==> config.mk <==
export PLATFORM = sky130hd
export DESIGN_NAME = tt_logic_engine
export DESIGN_NICKNAME = d
export VERILOG_FILES = /design/src/rtl/tt_logic_engine.sv
export SDC_FILE = /design/constraint.sdc
export NUM_CORES = 1
export LEC_CHECK = 0
export CAP_MARGIN = 30
export CORE_MARGIN = 3
export CORE_UTILIZATION = 50
export DETAILED_ROUTE_END_ITERATION = 12
export PLACE_DENSITY = 0.81
export SYNTH_ARGS = -nofsm -noshare
export SYNTH_HDL_FRONTEND = slang
export SYNTH_SLANG_ARGS = --single-unit
==> constraint.sdc <==
create_clock -name clk -period 2.1 [get_ports clk]
set_clock_uncertainty 0.05 [all_clocks]
set_input_delay 0.21 -clock clk [delete_from_list [all_inputs] [get_ports clk]]
set_output_delay 0.21 -clock clk [all_outputs]
set_load 0.03 [all_outputs]
==> src/rtl/tt_logic_engine.sv <==
// Reprogrammable truth-table gate with a valid/ready evaluation stream,
// atomic table reload and an exhaustive row sweep.
module tt_logic_engine #(
  parameter int N_IN  = 2,
  parameter int N_OUT = 1,
  parameter logic [N_OUT*(2**N_IN)-1:0] DEFAULT_TT =
    (N_OUT*(2**N_IN))'(4'b1101)
) (
  input  logic             clk,
  input  logic             rst_n,
  input  logic             in_valid,
  output logic             in_ready,
  input  logic [N_IN-1:0]  in_data,
  output logic             out_valid,
  input  logic             out_ready,
  output logic [N_OUT-1:0] out_data,
  output logic [N_IN-1:0]  out_row,
  output logic             out_last,
  input  logic             cfg_start,
  input  logic             cfg_valid,
  input  logic [N_OUT-1:0] cfg_data,
  output logic             cfg_done,
  input  logic             sweep_start,
  output logic             busy
);

  localparam int ROWS = 1 << N_IN;
  localparam int W    = N_OUT * ROWS;
  localparam logic [N_IN-1:0] MAX = N_IN'(ROWS - 1);

  typedef enum logic [1:0] {
    EVAL  = 2'd0,
    LOAD  = 2'd1,
    SWEEP = 2'd2
  } state_t;

  state_t state, state_nxt;

  logic [W-1:0]    tbl;
  logic [W-1:0]    shadow;
  logic [W-1:0]    shadow_nxt;
  logic [N_IN-1:0] row_cnt;
  logic            sweep_pend;

  logic free, acc, beat, commit;
  logic sw_req, sw_go, sw_issue, sw_end;

  function automatic logic [N_OUT-1:0] rd(
    input logic [W-1:0]    t,
    input logic [N_IN-1:0] r
  );
    return t[int'(r)*N_OUT +: N_OUT];
  endfunction

  assign free     = !out_valid || out_ready;
  assign in_ready = (state == EVAL) && free;
  assign acc      = in_valid && in_ready;
  assign beat     = (state == LOAD) && cfg_valid;
  assign commit   = beat && (row_cnt == MAX);
  assign sw_req   = sweep_start || sweep_pend;

  // A sweep waits while an eval result occupies or is entering the output.
  assign sw_go    = (state == EVAL) && sw_req && !cfg_start
                    && free && !acc;
  assign sw_issue = (state == SWEEP) && free
                    && !(out_valid && out_last);
  assign sw_end   = (state == SWEEP) && out_valid
                    && out_last && out_ready;
  assign busy     = (state != EVAL);

  always_comb begin
    shadow_nxt = shadow;
    if (beat) begin
      shadow_nxt[int'(row_cnt)*N_OUT +: N_OUT] = cfg_data;
    end
  end

  always_comb begin
    state_nxt = state;
    unique case (state)
      EVAL: begin
        if (cfg_start)  state_nxt = LOAD;
        else if (sw_go) state_nxt = SWEEP;
      end
      LOAD: begin
        if (commit) state_nxt = EVAL;
      end
      SWEEP: begin
        if (sw_end) state_nxt = EVAL;
      end
      default: state_nxt = EVAL;
    endcase
  end

  always_ff @(posedge clk) begin
    if (!rst_n) state <= EVAL;
    else        state <= state_nxt;
  end

  always_ff @(posedge clk) begin
    if (!rst_n) begin
      tbl        <= DEFAULT_TT;
      shadow     <= '0;
      row_cnt    <= '0;
      sweep_pend <= 1'b0;
      cfg_done   <= 1'b0;
      out_valid  <= 1'b0;
      out_data   <= '0;
      out_row    <= '0;
      out_last   <= 1'b0;
    end else begin
      cfg_done <= commit;

      if (state == EVAL)
        sweep_pend <= sw_req && !cfg_start && !sw_go;
      else
        sweep_pend <= 1'b0;

      if (beat) shadow <= shadow_nxt;
      if (commit) tbl <= shadow_nxt;

      if (beat) begin
        row_cnt <= commit ? '0 : row_cnt + 1'b1;
      end else if (sw_issue && row_cnt != MAX) begin
        row_cnt <= row_cnt + 1'b1;
      end else if (sw_end) begin
        row_cnt <= '0;
      end

      if (acc) begin
        out_valid <= 1'b1;
        out_data  <= rd(tbl, in_data);
        out_row   <= in_data;
        out_last  <= 1'b0;
      end else if (sw_issue) begin
        out_valid <= 1'b1;
        out_data  <= rd(tbl, row_cnt);
        out_row   <= row_cnt;
        out_last  <= (row_cnt == MAX);
      end else if (out_ready) begin
        out_valid <= 1'b0;
        out_last  <= 1'b0;
      end
    end
  end

endmodule
==> out/metrics.csv, run 1 <==
metric;value;unit
status;completed;
synth_area_per_cell;8.48;µm²
htree_levels;1;
hp-class;reg2reg;
synth_seq_cells;18;
worstPathArrival;1630;ps
layout.cells.most_common;nor2_1;
crit_fanout;7;
grt_max_degree;14;
drt-met1-wl;893;µm
port_buffers;17;
yosysWarnings;0;
cts_tree;built;
p_per_area;624;nW/µm²
yosysUniqueCellTypes;38;
vias;851;
grtUsageTotal;0.171;
die_x;49.6;µm
wl_met2;936;µm
synthesis.instances;112;
wirelength;1950;µm
drcViolationCount;0;
grt_pass1_wl;3310;µm
post-cts-setup-buffer-count;0;
tightest_slew;457;ps
clockRootBuffer;clkbuf_4;
cts_buffers;3;
fp.coreArea;1760;µm²
ios;18;
highest_layer;met4;
synth_top_cell_area_share;0.379;
dr.first_iter.drc_count;13;
dp_cells;152;
insertion_delay;290;ps
yosysTopAreaCell;dfxtp_1;
final_area;1180;µm²
cts_buffer_depth;2;
ir_worst_vdd;444;µV
path_clk_slew;100;ps
hold_violations;0;
worstPathRequired;1840;ps
synth.area.top_cells;dfxtp_1 (38%), nor2_1 (7.1%), ha_1 (6.6%);
die_y;49.6;µm
place_area;1140;µm²
finalCritPeriodShare;0.900;
clock_sinks;18;
layout_common_cells;nor2_1 (18), dfxtp_1 (17), clkdlybuf4s50_1 (16), nand2_1 (14);
drv_cap;0;
fin_setup_tns;0;ps
clock.fmax;529;MHz
finalPower;0.000738;W
diodes;0;
avgViaCountPerCell;5.46;
rsz0062_at_grt;no;
grt_pass1_vias;802;
ctsResizeCount;0;
setup_viol;0;
antenna_found_initial;0;
wl_per_cell;12.5;µm
firstDrtPassIters;4;
layout-drive-gt1-share;0.107;
end_kind;output pin;
ant_nets;0;
p_leak;0.507;nW
hold_buffers;0;
dieArea;2460;µm²
maxSlewViolCount;0;
start_kind;flip-flop;
min_period;1890;ps
hpwl;1470;µm
critical_path_class;reg2out;
layout.nets;147;
netlist_area;950;µm²
gp_congestion;0.858;
grt-ovfl-total;0;
synth-seq-area-share;0.379;
final-instance-count-excl-fill;156;
synthesis.nets;127;
slew_headroom;0.695;
synthToLayoutAreaGrowth;24.5;%
dr_wl_met3;96;µm
rows;15;
start_util;0.538;
Yosys cell counts:
cell	n
nand2_2	1
nor4bb_1	1
o21bai_1	2
nor3_1	2
a41oi_1	1
nor2_2	1
inv_2	1
nor2b_1	1
or3b_1	1
nor2_8	1
mux2i_1	4
nor2_1	18
a211oi_2	1
and3_1	1
o21ba_2	1
o311a_1	1
or4b_4	1
o21ai_0	3
nand2b_1	4
a311oi_1	1
buf_2	1
ha_1	5
buf_1	1
a21oi_1	4
inv_1	4
or3_1	1
nand2_1	14
dfxtp_1	18
nor4_1	1
o32ai_1	1
a31oi_1	1
a22oi_1	1
o211ai_1	2
a211oi_1	3
nor3_2	1
a21boi_1	1
nand2_4	1
nand3_1	5
metal layers:
layer | vias up | global-route usage
met2 | 18 | 0.286
met1 | 396 | 0.197
li1 | 433 | -
met4 | 0 | 0.0968
met3 | 4 | 0.0393
met5 | - | 0
report_power, final:
part           total, W  switching, W  internal [W]
clock network  0.000212      0.000107      0.000106
registers      0.000371     0.0000158      0.000355
logic          0.000155     0.0000867     0.0000678
total          0.000738      0.000209      0.000529
area by class of cell:
cell class | instances | area (µm²)
fillers | 166 | 582
multi-input cells | 87 | 562
flip-flops and latches | 18 | 362
repair buffers | 17 | 173
clock buffers | 4 | 36.3
well taps | 25 | 31.3
inverters | 5 | 18.8
state kept, by name (all words and copies together), names as in the netlist:
name,cells
shadow,3
cfg_done,1
row_cnt,2
out_row,2
sweep_pend,1
out_data,1
out_valid,1
state,2
tbl,4
out_last,1
path summary, 6_finish.rpt:
| path | to | from | slack, ps | cells past startpoint |
|---|---|---|---|---|
| max | busy | state[0] | 210 | 3 |
| min | out_data | out_data | 430 | 2 |
| max reg2reg | tbl[3] | row_cnt[0] | 330 | 6 |
| min reg2reg | out_data | out_data | 430 | 2 |
kinds of logic (layout without fill, tap and decap cells):
group,after synthesis,count (layout),share of synthesized area
fa+ha+maj,5,5,0.0659
flops,18,18,0.379
simple gates,55,55,0.307
buf+inv,7,26,0.0290
mux,4,4,0.0422
compound gates,23,23,0.177
metrics by stage:
step                      setup WS (ps)  hold slack (ps)   util
after floorplan                     394              232      -
after global routing                130              461  0.670
after detailed placement            142              426  0.648
after CTS                          25.8              437  0.668
after global placement              177              403  0.648
final                               209              434  0.670
worst max-delay path, cell delays in order (launching register included):
cell and delay, ps:
dfxtp_1 480, nor2_2 90, inv_2 90, clkdlybuf4s50_1 670
Power figures use the tool's default switching activity.
==> run 2: changes to the inputs <==
--- a/config.mk
+++ b/config.mk
@@ -10,6 +10,7 @@
 export CORE_UTILIZATION = 50
 export DETAILED_ROUTE_END_ITERATION = 12
 export PLACE_DENSITY = 0.81
+export SLEW_MARGIN = 30
 export SYNTH_ARGS = -nofsm -noshare
 export SYNTH_HDL_FRONTEND = slang
 export SYNTH_SLANG_ARGS = --single-unit
==> results of run 2 <==
The final DEF is identical to that of run 1; final timing and power are the same.
